## config.mk

```make
export PLATFORM = sky130hd
export DESIGN_NAME = me_frame_scheduler
export DESIGN_NICKNAME = d
export VERILOG_FILES = /design/src/rtl/me_frame_scheduler.sv
export SDC_FILE = /design/constraint.sdc
export NUM_CORES = 1
export LEC_CHECK = 0
export BUFFER_PORTS_ARGS = -buffer_cell sky130_fd_sc_hd__buf_2
export CORE_MARGIN = 4
export CORE_UTILIZATION = 50
export CTS_CLUSTER_SIZE = 10
export DETAILED_ROUTE_END_ITERATION = 12
export MAX_ROUTING_LAYER = met4
export PLACE_DENSITY = 0.95
export SYNTH_ARGS = -nofsm -noshare
export SYNTH_HDL_FRONTEND = slang
export SYNTH_SLANG_ARGS = --single-unit
```

## constraint.sdc

```tcl
create_clock -name clk -period 3.6 [get_ports clk]
set_input_delay 0.72 -clock clk [delete_from_list [all_inputs] [get_ports clk]]
set_output_delay 0.72 -clock clk [all_outputs]
set_load 0.05 [all_outputs]
```

## src/rtl/me_frame_scheduler.sv

```systemverilog
// me_frame_scheduler: walks a BLK_COLS x BLK_ROWS frame of template blocks and
// runs one 4-phase req/ack handshake with me_top per block. It presents the
// block coordinates and base address, then emits each block's min SAD and
// motion vector on a valid/ready result stream.
//
// Result stream handshake: a result transfers on a rising clk edge where
// res_valid=1 and res_ready=1. Once res_valid is high, res_sad/res_mvec/res_idx
// stay frozen and res_valid stays high until that transfer happens.
//
// Optional build macro ME_SCHED_STATS_EN adds sad_total/sad_max outputs.
// dbg_state exposes the FSM encoding (0 IDLE, 1 REQ, 2 CAPT, 3 REL, 4 OUT, 5 FIN).
module me_frame_scheduler #(
  parameter int TB_LENGTH    = 16,
  parameter int SW_LENGTH    = 64,
  parameter int PE_OUT_WIDTH = 8,
  parameter int BLK_COLS     = 4,
  parameter int BLK_ROWS     = 4,
  localparam int CNT_WIDTH   = $clog2((SW_LENGTH - TB_LENGTH + 1) ** 2),
  localparam int SAD_WIDTH   = $clog2(TB_LENGTH ** 2) + PE_OUT_WIDTH,
  localparam int NBLK        = BLK_COLS * BLK_ROWS,
  localparam int IDX_WIDTH   = ($clog2(NBLK) > 1) ? $clog2(NBLK) : 1,
  localparam int ADDR_WIDTH  = $clog2(NBLK * TB_LENGTH ** 2),
  localparam int X_WIDTH     = $clog2(BLK_COLS) + 1,
  localparam int Y_WIDTH     = $clog2(BLK_ROWS) + 1
) (
  input  logic                  clk,
  input  logic                  rst,
  input  logic                  start,
  input  logic                  abort,
  output logic                  busy,
  output logic                  done,
  output logic                  aborted,
  output logic                  me_req,
  input  logic                  me_ack,
  input  logic [SAD_WIDTH-1:0]  me_min_sad,
  input  logic [CNT_WIDTH-1:0]  me_min_mvec,
  output logic [X_WIDTH-1:0]    blk_x,
  output logic [Y_WIDTH-1:0]    blk_y,
  output logic [ADDR_WIDTH-1:0] tb_base,
  output logic                  res_valid,
  input  logic                  res_ready,
  output logic [SAD_WIDTH-1:0]  res_sad,
  output logic [CNT_WIDTH-1:0]  res_mvec,
  output logic [IDX_WIDTH-1:0]  res_idx,
`ifdef ME_SCHED_STATS_EN
  output logic [SAD_WIDTH+IDX_WIDTH:0] sad_total,
  output logic [SAD_WIDTH-1:0]         sad_max,
`endif
  output logic [2:0]            dbg_state
);

  typedef enum logic [2:0] {
    S_IDLE = 3'd0,
    S_REQ  = 3'd1,
    S_CAPT = 3'd2,
    S_REL  = 3'd3,
    S_OUT  = 3'd4,
    S_FIN  = 3'd5
  } state_t;

  state_t                state_q, state_d;
  logic [X_WIDTH-1:0]    blk_x_q, blk_x_d;
  logic [Y_WIDTH-1:0]    blk_y_q, blk_y_d;
  logic [ADDR_WIDTH-1:0] tb_base_q, tb_base_d;
  logic [SAD_WIDTH-1:0]  res_sad_q, res_sad_d;
  logic [CNT_WIDTH-1:0]  res_mvec_q, res_mvec_d;
  logic [IDX_WIDTH-1:0]  res_idx_q, res_idx_d;
  logic                  abort_flag_q, abort_flag_d;
  logic                  me_req_q, me_req_d;
  logic                  busy_q, busy_d;
  logic                  done_q, done_d;
  logic                  aborted_q, aborted_d;
  logic                  res_valid_q, res_valid_d;
  logic                  last_blk;
  logic                  accept;
  logic [IDX_WIDTH-1:0]  cur_idx;
`ifdef ME_SCHED_STATS_EN
  logic [SAD_WIDTH+IDX_WIDTH:0] sad_total_q, sad_total_d;
  logic [SAD_WIDTH-1:0]         sad_max_q, sad_max_d;
`endif

  // Next-state, block stepping, result capture and registered-output decode.
  always_comb begin
    state_d      = state_q;
    blk_x_d      = blk_x_q;
    blk_y_d      = blk_y_q;
    res_sad_d    = res_sad_q;
    res_mvec_d   = res_mvec_q;
    res_idx_d    = res_idx_q;
    // Abort is sticky once a frame is running; it only takes effect at the
    // next result accept so the in-flight handshake always completes.
    abort_flag_d = abort_flag_q | (abort & (state_q != S_IDLE));
    last_blk     = (blk_x_q == X_WIDTH'(BLK_COLS - 1)) &&
                   (blk_y_q == Y_WIDTH'(BLK_ROWS - 1));
    cur_idx      = IDX_WIDTH'(int'(blk_y_q) * BLK_COLS + int'(blk_x_q));
    accept       = (state_q == S_OUT) && res_ready;

    case (state_q)
      S_IDLE: begin
        if (start) begin
          blk_x_d      = '0;
          blk_y_d      = '0;
          abort_flag_d = 1'b0;
          state_d      = S_REQ;
        end
      end
      S_REQ: begin
        if (me_ack) begin
          res_sad_d  = me_min_sad;
          res_mvec_d = me_min_mvec;
          res_idx_d  = cur_idx;
          state_d    = S_CAPT;
        end
      end
      S_CAPT: state_d = S_REL;
      // 4-phase: ack must fall before the next request may be raised.
      S_REL: begin
        if (!me_ack) state_d = S_OUT;
      end
      S_OUT: begin
        if (res_ready) begin
          if (last_blk || abort_flag_d) begin
            state_d = S_FIN;
          end else begin
            if (blk_x_q == X_WIDTH'(BLK_COLS - 1)) begin
              blk_x_d = '0;
              blk_y_d = blk_y_q + 1'b1;
            end else begin
              blk_x_d = blk_x_q + 1'b1;
            end
            state_d = S_REQ;
          end
        end
      end
      S_FIN:   state_d = S_IDLE;
      default: state_d = S_IDLE;
    endcase

    // Base address tracks the next block so it is valid on the first me_req cycle.
    tb_base_d   = ADDR_WIDTH'((int'(blk_y_d) * BLK_COLS + int'(blk_x_d)) * TB_LENGTH * TB_LENGTH);
    me_req_d    = (state_d == S_REQ);
    busy_d      = (state_d == S_REQ) || (state_d == S_CAPT) ||
                  (state_d == S_REL) || (state_d == S_OUT);
    res_valid_d = (state_d == S_OUT);
    done_d      = (state_d == S_FIN);
    aborted_d   = (state_d == S_FIN) && abort_flag_d;

`ifdef ME_SCHED_STATS_EN
    sad_total_d = sad_total_q;
    sad_max_d   = sad_max_q;
    if ((state_q == S_IDLE) && start) begin
      sad_total_d = '0;
      sad_max_d   = '0;
    end else if (accept) begin
      sad_total_d = sad_total_q + (SAD_WIDTH + IDX_WIDTH + 1)'(res_sad_q);
      if (res_sad_q > sad_max_q) sad_max_d = res_sad_q;
    end
`endif
  end

  // State and output registers with synchronous active-high reset.
  always_ff @(posedge clk) begin
    if (rst) begin
      state_q      <= S_IDLE;
      blk_x_q      <= '0;
      blk_y_q      <= '0;
      tb_base_q    <= '0;
      res_sad_q    <= '0;
      res_mvec_q   <= '0;
      res_idx_q    <= '0;
      abort_flag_q <= 1'b0;
      me_req_q     <= 1'b0;
      busy_q       <= 1'b0;
      done_q       <= 1'b0;
      aborted_q    <= 1'b0;
      res_valid_q  <= 1'b0;
`ifdef ME_SCHED_STATS_EN
      sad_total_q  <= '0;
      sad_max_q    <= '0;
`endif
    end else begin
      state_q      <= state_d;
      blk_x_q      <= blk_x_d;
      blk_y_q      <= blk_y_d;
      tb_base_q    <= tb_base_d;
      res_sad_q    <= res_sad_d;
      res_mvec_q   <= res_mvec_d;
      res_idx_q    <= res_idx_d;
      abort_flag_q <= abort_flag_d;
      me_req_q     <= me_req_d;
      busy_q       <= busy_d;
      done_q       <= done_d;
      aborted_q    <= aborted_d;
      res_valid_q  <= res_valid_d;
`ifdef ME_SCHED_STATS_EN
      sad_total_q  <= sad_total_d;
      sad_max_q    <= sad_max_d;
`endif
    end
  end

  assign busy      = busy_q;
  assign done      = done_q;
  assign aborted   = aborted_q;
  assign me_req    = me_req_q;
  assign blk_x     = blk_x_q;
  assign blk_y     = blk_y_q;
  assign tb_base   = tb_base_q;
  assign res_valid = res_valid_q;
  assign res_sad   = res_sad_q;
  assign res_mvec  = res_mvec_q;
  assign res_idx   = res_idx_q;
  assign dbg_state = state_q;
`ifdef ME_SCHED_STATS_EN
  assign sad_total = sad_total_q;
  assign sad_max   = sad_max_q;
`endif

endmodule

```

Word level (Yosys, flattened, before mapping). Cells that the tools add are included.

Bitwise gates (word level): 2. Reductions and logical operators: 9. Add/subtract/negate cells: 4. Muxes and demuxes: 18. Eq/ne operators: 11.

Operators by type and width (count): 3-bit 2-to-1 mux (13); 3-bit by 2-bit == test with 1-bit output (second input constant) (6); 3-bit case mux with 5 select lines (1); 3-bit case mux with 2 select lines (2); 3-bit == test (second input constant) (3); 4-bit by 3-bit adder with 4-bit output (2); 3-bit by 1-bit adder with 3-bit output (second input constant) (2); 3-bit by 1-bit == test with 1-bit output (second input constant) (2); 1-bit logical OR (4); 3-bit logical NOT (1); 3-bit nonzero test (1); 1-bit logical AND (2); 1-bit 2-to-1 mux (2); 2-bit AND reduction (1); 1-bit bitwise AND (1); 1-bit bitwise OR (1).

Register bits: 59. Word-level logic and storage cells: 58. Output and inout bits: 58. Input bits: 34.

Depth between registers and ports, before layout. Gate-level depths: netlist (run 1).

Depth in word-level cells: 11. Depth in mapped cells: 8. Mapped depth without buffers: 8.

Worst setup path before layout (run 1). No wires, ideal clock.

Path type: register to register. From: register blk_y_q[1], in the netlist blk_y[1]. To: register tb_base_q[11], in the netlist tb_base[11]. Data required time: 3478 ps. Stages on the path, launching flop included: 9. Path buffers: 0. Clock period less this slack: 2241 ps. Arrival: 2119 ps. Slack: 1359 ps. Path through: dfxtp_1 > ha_1 > ha_1 > nand4b_4 > mux2i_1 > ha_1 > nand2b_1 > a211oi_1 > a311o_1.

Longest elaborated chain between the ends: 7. Elaborated cells between the ends (all ways): 13.

Ends and longest elaborated chain: start: declaration (line 63) `logic [Y_WIDTH-1:0] blk_y_q, blk_y_d;`; start signal: assignment (line 184) `blk_y_q <= blk_y_d;`; 3-bit by 2-bit == test with 1-bit output (line 94) `(blk_y_q == Y_WIDTH'(BLK_ROWS - 1));`; 1-bit logical AND (line 93) `last_blk = (blk_x_q == X_WIDTH'(BLK_COLS - 1)) &&`; 1-bit logical OR (line 122) `if (last_blk || abort_flag_d) begin`; 3-bit 2-to-1 mux (line 122); 3-bit 2-to-1 mux (line 121) `if (res_ready) begin`; 3-bit case mux with 2 select lines (line 98) `case (state_q)`; net blk_y_d[0] (line 63); 4-bit by 3-bit adder with 4-bit output (line 140) `tb_base_d = ADDR_WIDTH'((int'(blk_y_d) * BLK_COLS + int'(blk_x_d)) * TB_LENGTH * TB_LENGTH);`; end signal: assignment (line 185) `tb_base_q <= tb_base_d;`; end: declaration (line 64) `logic [ADDR_WIDTH-1:0] tb_base_q, tb_base_d;`.

The timed path passes the listed nets, and every way through them passes these cells. A chain may end at the register's enable or synchronous reset.

Worst setup path in the final report (run 1).
From: register state_q[1], in the netlist dbg_state[1]. To: register tb_base_q[11], in the netlist tb_base[11].

Longest elaborated chain between the ends: 8. Elaborated cells between the ends (all ways): 13.

Ends and longest elaborated chain: start: declaration (line 61) `state_t state_q, state_d;`; start signal: assignment (line 182) `state_q <= state_d;`; 3-bit nonzero test (line 92) `abort_flag_d = abort_flag_q | (abort & (state_q != S_IDLE));`; 1-bit bitwise AND (line 92); 1-bit bitwise OR (line 92); 1-bit logical OR (line 122); 3-bit 2-to-1 mux (line 122); 3-bit 2-to-1 mux (line 121); 3-bit case mux with 2 select lines * (line 98); net blk_y_d[0] (line 63); 4-bit by 3-bit adder with 4-bit output * (line 140).

The timed path passes the listed nets; every way through them passes the cells marked *.

==> out/results.ini, run 1 <==
[outcome]
run_status=finished clean

[place]
placement.cell_area_um2=2452
detailed_place_hpwl_um=3368
place.gp.congestion=0.8724
port-buffer-count=83
post-place-cells=364

[hold_path]
hp-class=reg2reg

[die]
die_h_um=72.71
die_width_um=72.71
initial_standard_cell_utilization_of_the_core_pct=51.96
floorplan.io_pins=92
rows=23
core_region_area_um2=4029
floorplan.die_area_um2=5286

[setup_path]
critical_path.max_fanout=17
crit_path_start_kind=flip-flop
worst-endpoint-arrival_ns=2.47
criticalPathCategory=reg2reg
worst-endpoint-required_ns=3.79
end_kind=flip-flop

[clock_network]
path_clk_slew_ns=0.09
cts_tree=done
clock-root-buffer=sky130_fd_sc_hd__clkbuf_8
cts.repair.resized=0
clock_tree.htree_level_count=2
clk-insertion-delay-late_ns=0.29
numClockSinks=49
longest_clk_path_bufs=2
numCtsBuffers=5
number_of_buffers_inserted_by_post_cts_setup_repair=0
hold_fix_buffers_at_cts=0

[final_layout]
fin_cells=372
nNetsFinal=360
num-fill-cells=361
syn_to_final_growth_pct=21.16
final_standard_cell_area_without_fillers_um2=2536
drive_above_1_share_pct=31.06
antenna_diode_instance_count=0

[pwr]
power_w=0.001093
peakVddDrop_uv=188.2
power_density_nw_per_um2=430.8
power_leakage_nw=1.192

[global_route]
via_count_of_the_first_global_routing_pass=1736
grt_remaining_overflow=0
grt.met2_usage_pct=31.06
antenna_found_initial=0
globalRouteMet3Util_pct=3.719
met1_usage_pct=21.13
grt_max_degree=44
grt_pass1_wl_um=7521
grt_busiest_layer=met2
grt.total_usage_pct=18.22

[sta]
finClkSkew_ns=0.004680
timing.hold.ws_ns=0.4534
shortest_period_the_worst_path_allows_ns=2.282
final_hold_viol_count=0
finalCritPeriodShare_pct=63.38
tightest_slew_ns=1.013
final_setup_violation_count=0
maxSlewHeadroom_pct=32.48
rsz0062_at_grt=no
finalSetupTns_ns=0
fmaxAchievable_ghz=0.4383
slew_violations=0

[yosys]
syn-instance-count=250
yosys_reg_bits=49
synth-warning-count=0
mappedNetlistArea_um2=2093
netlist-cell-type-count=45
yosys_most_used_dff=sky130_fd_sc_hd__dfxtp_1
avgSynthCellArea_um2=8.373
synth_async_sr_flop_share_pct=0
synth_edf_count=0
proportion_of_synthesized_chip_area_in_sequential_cells_pct=46.86

[detailed_routing]
drc_errors=0
drt-total-wl_um=4603
drt_pre_antenna_iters=4
detailroute.via_count=1874
detail-route-antenna-nets=0
post_drt_wl_per_cell_um=12.37
drt_iter0_drc=69
drt-vias-per-instance=5.038

[job]
timing.max_cap.violations=0

-- placed cells by master (no fill, tap or decap), types with 2 or more instances in the layout --
cell type / n
sky130_fd_sc_hd__dfxtp_1: 49
sky130_fd_sc_hd__and2_1: 3
sky130_fd_sc_hd__nor3_1: 2
sky130_fd_sc_hd__a21oi_1: 34
sky130_fd_sc_hd__ha_1: 5
sky130_fd_sc_hd__mux2i_1: 2
sky130_fd_sc_hd__nand2_1: 68
sky130_fd_sc_hd__inv_1: 5
sky130_fd_sc_hd__or3_1: 2
sky130_fd_sc_hd__clkbuf_8: 5
sky130_fd_sc_hd__conb_1: 8
sky130_fd_sc_hd__nor2_1: 14
sky130_fd_sc_hd__nor2b_1: 3
sky130_fd_sc_hd__a31oi_1: 2
sky130_fd_sc_hd__buf_2: 83
sky130_fd_sc_hd__clkbuf_1: 2
sky130_fd_sc_hd__a211oi_1: 3
sky130_fd_sc_hd__and3_1: 2
sky130_fd_sc_hd__nand2b_1: 3
-- worst paths after layout --
kind / start / endpoint / slack [ns] / cells after the start
hold / removal: res_mvec[7]$_SDFFE_PP0P_ / res_mvec[7]$_SDFFE_PP0P_ / 0.45 / 2
setup / recovery: dbg_state[1]$_SDFF_PP0_ / tb_base[11]$_SDFF_PP0_ / 1.32 / 7
setup reg to reg: dbg_state[1]$_SDFF_PP0_ / tb_base[11]$_SDFF_PP0_ / 1.32 / 7
hold reg to reg: res_mvec[7]$_SDFFE_PP0P_ / res_mvec[7]$_SDFFE_PP0P_ / 0.45 / 2
-- synthesized netlist by cell type (all sizes together) (2+ instances only) --
library cell | count | area, um^2
a211oi | 3 | 22.52
buf | 17 | 121.4
nor3 | 3 | 20.02
nand2 | 68 | 255.2
dfxtp | 49 | 980.9
and3 | 2 | 12.51
inv | 5 | 18.77
clkbuf | 10 | 37.54
nor2 | 14 | 52.55
nor2b | 3 | 18.77
nand2b | 3 | 18.77
a21oi | 35 | 178.9
mux2i | 2 | 20.02
a31oi | 3 | 25.02
or3 | 2 | 12.51
and2 | 4 | 27.53
ha | 5 | 62.56
nor4 | 2 | 18.77
-- state kept, by name (all words and copies together) (netlist names), named ones only --
register / count
blk_y: 3
blk_x: 1
me_req: 1
res_valid: 1
done: 1
abort_flag_q: 1
aborted: 1
res_sad: 16
busy: 1
res_idx: 4
res_mvec: 12
tb_base: 2
dbg_state: 3
-- power breakdown --
part,internal (W),switching [W],total (W)
sequential,0.000562,0.0000153,0.000578
clock,0.000138,0.000173,0.000311
combinational,0.0000516,0.000152,0.000204
total,0.000752,0.000341,0.00109
-- logic make-up after synthesis --
kind of cell	share of synthesized area [%]
XOR/XNOR	0.4185
buffers and inverters	8.488
AND/OR/NAND/NOR	25.58
adder cells (fa/ha/maj)	2.989
flip-flops	46.86
other	0.1791
multiplexers	0.9564
AO/OA/AOI/OAI	14.53
-- final cells by class --
cell class / instances / area, um^2 / share of cell area, %
flip-flops and latches: 49 / 980.9 / 38.68
clock inverters: 1 / 7.507 / 0.2960
multi-input cells: 176 / 967.2 / 38.14
repair buffers: 84 / 422.9 / 16.67
well taps: 50 / 62.56 / 2.467
inverters: 5 / 18.77 / 0.7400
clock buffers: 7 / 76.32 / 3.009
-- layer usage --
metal	routed length [um]	share of wire, %
met5	0	0
met4	27	0.59
met3	424	9.2
met2	2179	47
met1	1972	43
-- through the flow --
step                      setup slack [ns]  util (%)
after floorplan                      1.359         -
after global placement               1.211     60.87
after detailed placement             1.121     60.87
after CTS                            1.327     62.95
after global routing                 1.148     62.95
final                                1.318     62.95
-- critical path: stages (launching register included) --
cell and delay (ns):
sky130_fd_sc_hd__dfxtp_1 0.68, sky130_fd_sc_hd__and4bb_2 0.35, sky130_fd_sc_hd__nand4b_4 0.14, sky130_fd_sc_hd__mux2i_1 0.24, sky130_fd_sc_hd__ha_1 0.23, sky130_fd_sc_hd__nand2b_1 0.12, sky130_fd_sc_hd__a211oi_1 0.06, sky130_fd_sc_hd__a311o_1 0.35
(Power assumes the default switching activity.)
==> run 2: changes to the inputs <==
CORE_UTILIZATION = 42   (was 50)
PLACE_DENSITY = 0.86   (was 0.95)
clock period = 1.94 ns   (was 3.6 ns; I/O delays follow)
==> run 2 against run 1 <==
Effect of this change:
- die area increased by 17%
- largest cell class is now multi-input combinational cells
- critical endpoint unchanged
- final cell count up 9.7%
- clock power up 85%
==> out/results.ini, run 2 (same netlist as run 1, synthesis figures left out) <==
[outcome]
run_status=finished clean

[clock_network]
longest_clk_path_bufs=2  ; unchanged
clock-root-buffer=sky130_fd_sc_hd__clkbuf_8
cts_tree=done
hold_fix_buffers_at_cts=0  ; unchanged
path_clk_slew_ns=0.09  ; about the same
numClockSinks=49  ; unchanged
clock_tree.htree_level_count=2  ; unchanged
clk-insertion-delay-late_ns=0.30  ; about the same
numCtsBuffers=5  ; unchanged

[detailed_routing]
drt_pre_antenna_iters=4  ; unchanged
drt-vias-per-instance=4.836  ; -4.0%
drt-total-wl_um=5320  ; +16%
detail-route-antenna-nets=0  ; unchanged
detailroute.via_count=1973  ; +5.3%
wirelength_met1_um=2185  ; +11%
top_layer=met4
drt_iter0_drc=59  ; -14%
dr_wl_met2_um=2599  ; +19%
wl_met3_um=457  ; +7.8%
drc_errors=0  ; unchanged
post_drt_wl_per_cell_um=13.04  ; +5.4%

[place]
detailed_place_hpwl_um=3941  ; +17%
dpl_worst_slack_ns=-0.07275  ; -1.194 ns
port-buffer-count=83  ; unchanged
place.gp.congestion=0.8546  ; -2.0%

[setup_path]
r2r-end=tb_base[11]$_SDFF_PP0_
cp.depth=8  ; +1
worst-endpoint-arrival_ns=2.13  ; -0.34 ns
critPathBufInv=0  ; unchanged
cp_top_family=adder cells
crit_path_start_kind=flip-flop
timing.critical_path.cells=ha_4 > ha_4 > nand4b_4 > mux2i_2 > ha_2 > nand2b_4 > a211oi_2 > a311o_1
cp_slowest_stage_delay_ns=0.36  ; -0.32 ns
critical_path.slowest_cell=sky130_fd_sc_hd__dfxtp_4
criticalPathCategory=reg2reg
critical_path.reg2reg.startpoint=blk_y[1]$_SDFF_PP0_
reg2regPathDepth=8  ; +1
first_element_of_the_critical_path=blk_y[1]$_SDFF_PP0_
critical-path-top-cell-by-count=sky130_fd_sc_hd__ha_4
worst-endpoint-required_ns=2.13  ; -1.66 ns
worst-r2r-setup-slack_ns=0.004  ; -1.31 ns
crit_path_end=tb_base[11]$_SDFF_PP0_
critical_path.max_fanout=4  ; -13
end_kind=flip-flop

[final_layout]
syn_to_final_growth_pct=32.99
nNetsFinal=379  ; +5.3%
antenna_diode_instance_count=0  ; unchanged
layout_common_cells=sky130_fd_sc_hd__buf_2, sky130_fd_sc_hd__nand2_1, sky130_fd_sc_hd__dfxtp_1, sky130_fd_sc_hd__a21oi_1, sky130_fd_sc_hd__buf_4
drive_above_1_share_pct=39.59  ; +8.5 points
flip_flop_count_of_the_largest_register_all_copies_and_words_added=16  ; unchanged
mostFrequentLayoutCell=sky130_fd_sc_hd__buf_2

[sta]
final_setup_violation_count=0  ; unchanged
rsz0062_at_grt=yes
slew_violations=0  ; unchanged
shortest_period_the_worst_path_allows_ns=1.936  ; -0.3455 ns
final_hold_viol_count=0  ; unchanged
finalCritPeriodShare_pct=99.80  ; +36 points
finClkSkew_ns=0.009432  ; +0.004752 ns
fmaxAchievable_ghz=0.5165  ; +18%
timing.final.ws_setup_ns=0.003854  ; -1.315 ns

[die]
initial_standard_cell_utilization_of_the_core_pct=43.74  ; -8.2 points
die_h_um=78.60  ; +8.1%
core_region_area_um2=4786  ; +19%
die_width_um=78.60  ; +8.1%
floorplan.die_area_um2=6177  ; +17%
floorplan.io_pins=92  ; unchanged
rows=25  ; +8.7%

[global_route]
antenna_found_initial=0  ; unchanged
grt_remaining_overflow=0  ; unchanged
via_count_of_the_first_global_routing_pass=1827  ; +5.2%
grt_max_degree=20  ; -55%
grt_pass1_wl_um=8314  ; +11%
grt.total_usage_pct=17.13  ; -1.1 points

[pwr]
power_w=0.002049  ; +88%
power_density_nw_per_um2=735.9  ; +71%
peakVddDrop_uv=519.1  ; +180%
power_leakage_nw=1.284  ; +7.7%

[job]
timing.max_cap.violations=0  ; unchanged

[hold_path]
hp-class=in2reg
whs_path_depth=3  ; +1

run 2: cell count changes in the layout (fill, tap and decap cells not counted), sizes merged:
cell and delta:
clkinvlp -1, inv +1, buf +19
run 2: power breakdown:
group / switching, W / internal [W]
Sequential: 0.0000225 / 0.00104
Combinational: 0.000296 / 0.000112
Clock: 0.000320 / 0.000257
Total: 0.000638 / 0.00141
run 2: cell type report:
type,instances,area (um^2)
fill,445,2002
multi-input combinational,176,1035
sequential,49,998.5
timing repair buffer,103,565.5
tap,67,83.83
clock buffer,7,76.32
inverter,5,18.77
clock inverter,1,6.256
run 2: worst min-delay path, stage by stage:
cell and delay, ns:
sky130_fd_sc_hd__buf_2 0.09, sky130_fd_sc_hd__nand2_1 0.04, sky130_fd_sc_hd__a21oi_1 0.05
run 2: worst min-delay path by stage:
stage	start	end	slack [ns]
6_report	me_min_mvec[0]	res_mvec[0]$_SDFFE_PP0P_	0.31
3_3_place_gp	res_sad[2]$_SDFFE_PP0P_	res_sad[2]$_SDFFE_PP0P_	0.44
5_1_grt	me_min_sad[2]	res_sad[2]$_SDFFE_PP0P_	0.31
4_1_cts	me_min_mvec[0]	res_mvec[0]$_SDFFE_PP0P_	0.30
2_1_floorplan	flip-flop	res_idx[1]$_SDFFE_PP0P_	0.47
3_5_place_dp	res_sad[2]$_SDFFE_PP0P_	res_sad[2]$_SDFFE_PP0P_	0.44
run 2: stage by stage:
stage,setup TNS [ns],utilization [%],area (um^2),hold WS (ns),instances
5_1_grt,-0.03490,58.17,2784,0.3083,408
3_5_place_dp,-0.07275,54.25,2596,0.4430,394
2_1_floorplan,-0.05164,-,2145,0.4735,257
6_report,0,58.17,2784,0.3137,408
4_1_cts,0,56.52,2705,0.3034,404
3_3_place_gp,0,54.25,2596,0.4384,394
run 2: what timing repair did:
item,CTS,global route
gates resized for setup,3,10
endpoints found under the setup margin,1,1
pin swaps,0,6
hold endpoints to repair,0,0
buffers inserted,2,4
run 2: metal layers:
layer,track usage (%),vias up
met5,-,-
met4,6.643,0
met3,4.931,9
met2,28.01,89
met1,19.83,885
li1,-,990
==> run 3: changes to the inputs <==
ABC_AREA = 1   (was not set)
PLACE_DENSITY = 0.8   (was 0.86)
==> run 3 against run 2 <==
Effect of this change:
- power rose by 23%
- worst hold slack lost 0.0090 ns
- fmax is 5.4% higher
- sequential share of layout area increased by 1.2 points
- synthesized cell count rose by 4.0%
- largest cell class is now sequential cells
- highest routed layer unchanged
==> out/results.ini, run 3 <==
[clock_network]
clock_tree.htree_level_count=2  ; unchanged
path_clk_slew_ns=0.08  ; about the same
clock-root-buffer=sky130_fd_sc_hd__clkbuf_8
clk-insertion-delay-late_ns=0.30  ; about the same
longest_clk_path_bufs=2  ; unchanged
numClockSinks=49  ; unchanged
numCtsBuffers=5  ; unchanged
cts_tree=done

[detailed_routing]
drc_errors=0  ; unchanged
drt-vias-per-instance=4.726  ; -2.3%
detailroute.via_count=1947  ; -1.3%
post_drt_wl_per_cell_um=12.08  ; -7.4%
drt-total-wl_um=4976  ; -6.5%
detail-route-antenna-nets=0  ; unchanged
drt_pre_antenna_iters=4  ; unchanged
drt_iter0_drc=109  ; +85%

[yosys]
mappedNetlistArea_um2=2076  ; -0.84%
synthDominantAreaCellType=sky130_fd_sc_hd__dfxtp_1
synth.most_common_cell=sky130_fd_sc_hd__nor2_1
netlist-cell-type-count=31  ; -31%
netlist_top_cells_count=sky130_fd_sc_hd__nor2_1, sky130_fd_sc_hd__dfxtp_1, sky130_fd_sc_hd__o21ai_0
yosys_most_used_dff=sky130_fd_sc_hd__dfxtp_1
synth_async_sr_flop_share_pct=0  ; unchanged
synth_edf_count=0  ; unchanged
syn-instance-count=260  ; +4.0%
proportion_of_synthesized_chip_area_in_sequential_cells_pct=47.26  ; +0.40 points
avgSynthCellArea_um2=7.984  ; -4.7%
post_synth_main_area_contributors=sky130_fd_sc_hd__dfxtp_1, sky130_fd_sc_hd__nor2_1, sky130_fd_sc_hd__o21ai_0
synthDominantCellAreaShare_pct=47.26  ; +0.40 points
yosys_reg_bits=49  ; unchanged
synth-warning-count=0  ; unchanged

[hold_path]
hold_start=me_min_sad[1]
hp-class=in2reg
whs_path_depth=3  ; unchanged
min_delay_worst_endpoint=res_sad[1]$_SDFFE_PP0P_

[place]
detailed_place_hpwl_um=3647  ; -7.5%
place.gp.congestion=0.8293  ; -3.0%
port-buffer-count=83  ; unchanged
post-place-cells=401  ; +1.8%

[die]
floorplan.io_pins=92  ; unchanged
floorplan.die_area_um2=6131  ; -0.75%
die_width_um=78.30  ; -0.38%
rows=25  ; unchanged
die_h_um=78.30  ; -0.38%
core_region_area_um2=4755  ; -0.65%
initial_standard_cell_utilization_of_the_core_pct=43.66  ; -0.081 points

[sta]
finalSetupTns_ns=0  ; unchanged
final_setup_violation_count=0  ; unchanged
rsz0062_at_grt=no
shortest_period_the_worst_path_allows_ns=1.837  ; -0.09910 ns
fmaxAchievable_ghz=0.5444  ; +5.4%
finClkSkew_ns=0.003194  ; -0.006239 ns
maxSlewHeadroom_pct=58.34
slew_violations=0  ; unchanged
finalCritPeriodShare_pct=94.69  ; -5.1 points
tightest_slew_ns=0.6243
final_hold_viol_count=0  ; unchanged

[final_layout]
layout_common_cells=sky130_fd_sc_hd__buf_2, sky130_fd_sc_hd__nor2_1, sky130_fd_sc_hd__dfxtp_1, sky130_fd_sc_hd__o21ai_0, sky130_fd_sc_hd__nand2_1
fin_cells=412  ; +0.98%
num-fill-cells=457  ; +2.7%
antenna_diode_instance_count=0  ; unchanged
flip_flop_count_of_the_largest_register_all_copies_and_words_added=16  ; unchanged
seqCellArea_um2=991.0  ; -0.75%
mostFrequentLayoutCell=sky130_fd_sc_hd__buf_2
nNetsFinal=383  ; +1.1%
final_core_util_pct=56.21  ; -2.0 points
syn_to_final_growth_pct=28.75
drive_above_1_share_pct=37.97  ; -1.6 points
multi_input_area_um2=943.4  ; -8.8%

[setup_path]
end_kind=flip-flop
critical_path.reg2reg.startpoint=blk_y[0]$_SDFF_PP0_
crit_path_start_kind=flip-flop
r2r-end=tb_base[11]$_SDFF_PP0_
worst-endpoint-required_ns=2.18  ; +0.05 ns
critical_path.max_fanout=5  ; +1
worst-endpoint-arrival_ns=2.08  ; -0.05 ns
criticalPathCategory=reg2reg
worst-r2r-setup-slack_ns=0.10  ; +0.10 ns
reg2regPathDepth=13  ; +5

[job]
timing.max_cap.violations=0  ; unchanged

[global_route]
grt_max_degree=31  ; +55%
antenna_found_initial=0  ; unchanged
via_count_of_the_first_global_routing_pass=1927  ; +5.5%
grt.total_usage_pct=17.05  ; -0.084 points
grt_remaining_overflow=0  ; unchanged
grt_pass1_wl_um=8259  ; -0.66%

[pwr]
power_w=0.002511  ; +23%
power_density_nw_per_um2=939.4  ; +28%
peakVddDrop_uv=605.7  ; +17%
power_leakage_nw=1.378  ; +7.3%

[outcome]
run_status=finished clean

[run 3: cell types whose count changed after synthesis, moves of 5 or more]
cell	before	now
sky130_fd_sc_hd__inv_1	5	11
sky130_fd_sc_hd__inv_2	0	5
sky130_fd_sc_hd__a21oi_1	34	8
sky130_fd_sc_hd__clkbuf_1	10	3
sky130_fd_sc_hd__nand3_1	0	9
sky130_fd_sc_hd__nor2_1	14	74
sky130_fd_sc_hd__o21ai_0	0	35
sky130_fd_sc_hd__nand2_1	68	14
[run 3: how the worst max path moves through the flow]
stage	from	endpoint	slack, ns	cells past startpoint
2_1_floorplan	blk_y[0]$_SDFF_PP0_	tb_base[11]$_SDFF_PP0_	0.03	12
3_3_place_gp	blk_y[0]$_SDFF_PP0_	tb_base[11]$_SDFF_PP0_	0.13	12
3_5_place_dp	blk_y[0]$_SDFF_PP0_	tb_base[11]$_SDFF_PP0_	0.04	13
4_1_cts	blk_y[0]$_SDFF_PP0_	tb_base[11]$_SDFF_PP0_	0.03	13
5_1_grt	blk_y[0]$_SDFF_PP0_	tb_base[11]$_SDFF_PP0_	0.007	13
6_report	blk_y[0]$_SDFF_PP0_	tb_base[11]$_SDFF_PP0_	0.10	13
[run 3: metrics by stage]
step,area (um^2),worst slack [ns],hold slack [ns]
floorplan,2115,0.02951,0.4667
global placement,2524,0.1256,0.4830
detailed placement,2524,0.04033,0.4934
CTS,2635,0.02706,0.2968
global route,2673,0.006743,0.3015
finish,2673,0.1030,0.3047
[run 3: report_power, final]
part / internal (W) / switching (W) / leakage, nW
clock: 0.000369 / 0.000325 / 0.0566
sequential: 0.00108 / 0.0000419 / 0.402
combinational: 0.000159 / 0.000533 / 0.919
total: 0.00161 / 0.000900 / 1.38
[run 3: layout make-up]
class / count / area share (%)
sequential: 49 / 37.08
multi-input combinational: 180 / 35.30
timing repair buffer: 92 / 18.07
clock buffer: 8 / 4.167
tap: 67 / 3.137
inverter: 16 / 2.247
[run 3: routing by layer]
layer,GRT usage (%),routed length (um),part of all wire (%),up-vias
met4,7.343,127,2.6,0
met5,-,0,0,-
met1,20.36,2231,45,874
met3,4.817,372,7.5,12
li1,-,-,-,981
met2,26.97,2245,45,80
[run 3: what timing repair did]
item	CTS	global route
setup buffers	0	3
hold buffers	0	0
resized for setup	0	6
endpoints found under the hold margin	0	0
endpoints found under the setup margin	0	2
[run 3: logic make-up (layout without fill, tap and decap cells)]
kind of cell / after synthesis / after routing / share of synthesized area, %
simple gates: 119 / 119 / 27.85
flops: 49 / 49 / 47.26
compound gates: 47 / 47 / 11.87
buf+inv: 38 / 116 / 9.403
fa+ha+maj: 5 / 5 / 3.014
other cells: 1 / 8 / 0.1807
xor+xnor: 1 / 1 / 0.4220
[run 3: critical path, stage by stage, from the launching register on]
cell,delay (ns)
sky130_fd_sc_hd__dfxtp_4,0.36
sky130_fd_sc_hd__ha_2,0.17
sky130_fd_sc_hd__ha_2,0.16
sky130_fd_sc_hd__nand3_2,0.07
sky130_fd_sc_hd__nand2_2,0.06
sky130_fd_sc_hd__inv_2,0.06
sky130_fd_sc_hd__nand4_4,0.13
sky130_fd_sc_hd__or2_4,0.28
sky130_fd_sc_hd__nand2_1,0.07
sky130_fd_sc_hd__ha_1,0.14
sky130_fd_sc_hd__inv_1,0.05
sky130_fd_sc_hd__nand3_1,0.07
sky130_fd_sc_hd__nand2_1,0.05
sky130_fd_sc_hd__nor2_1,0.11
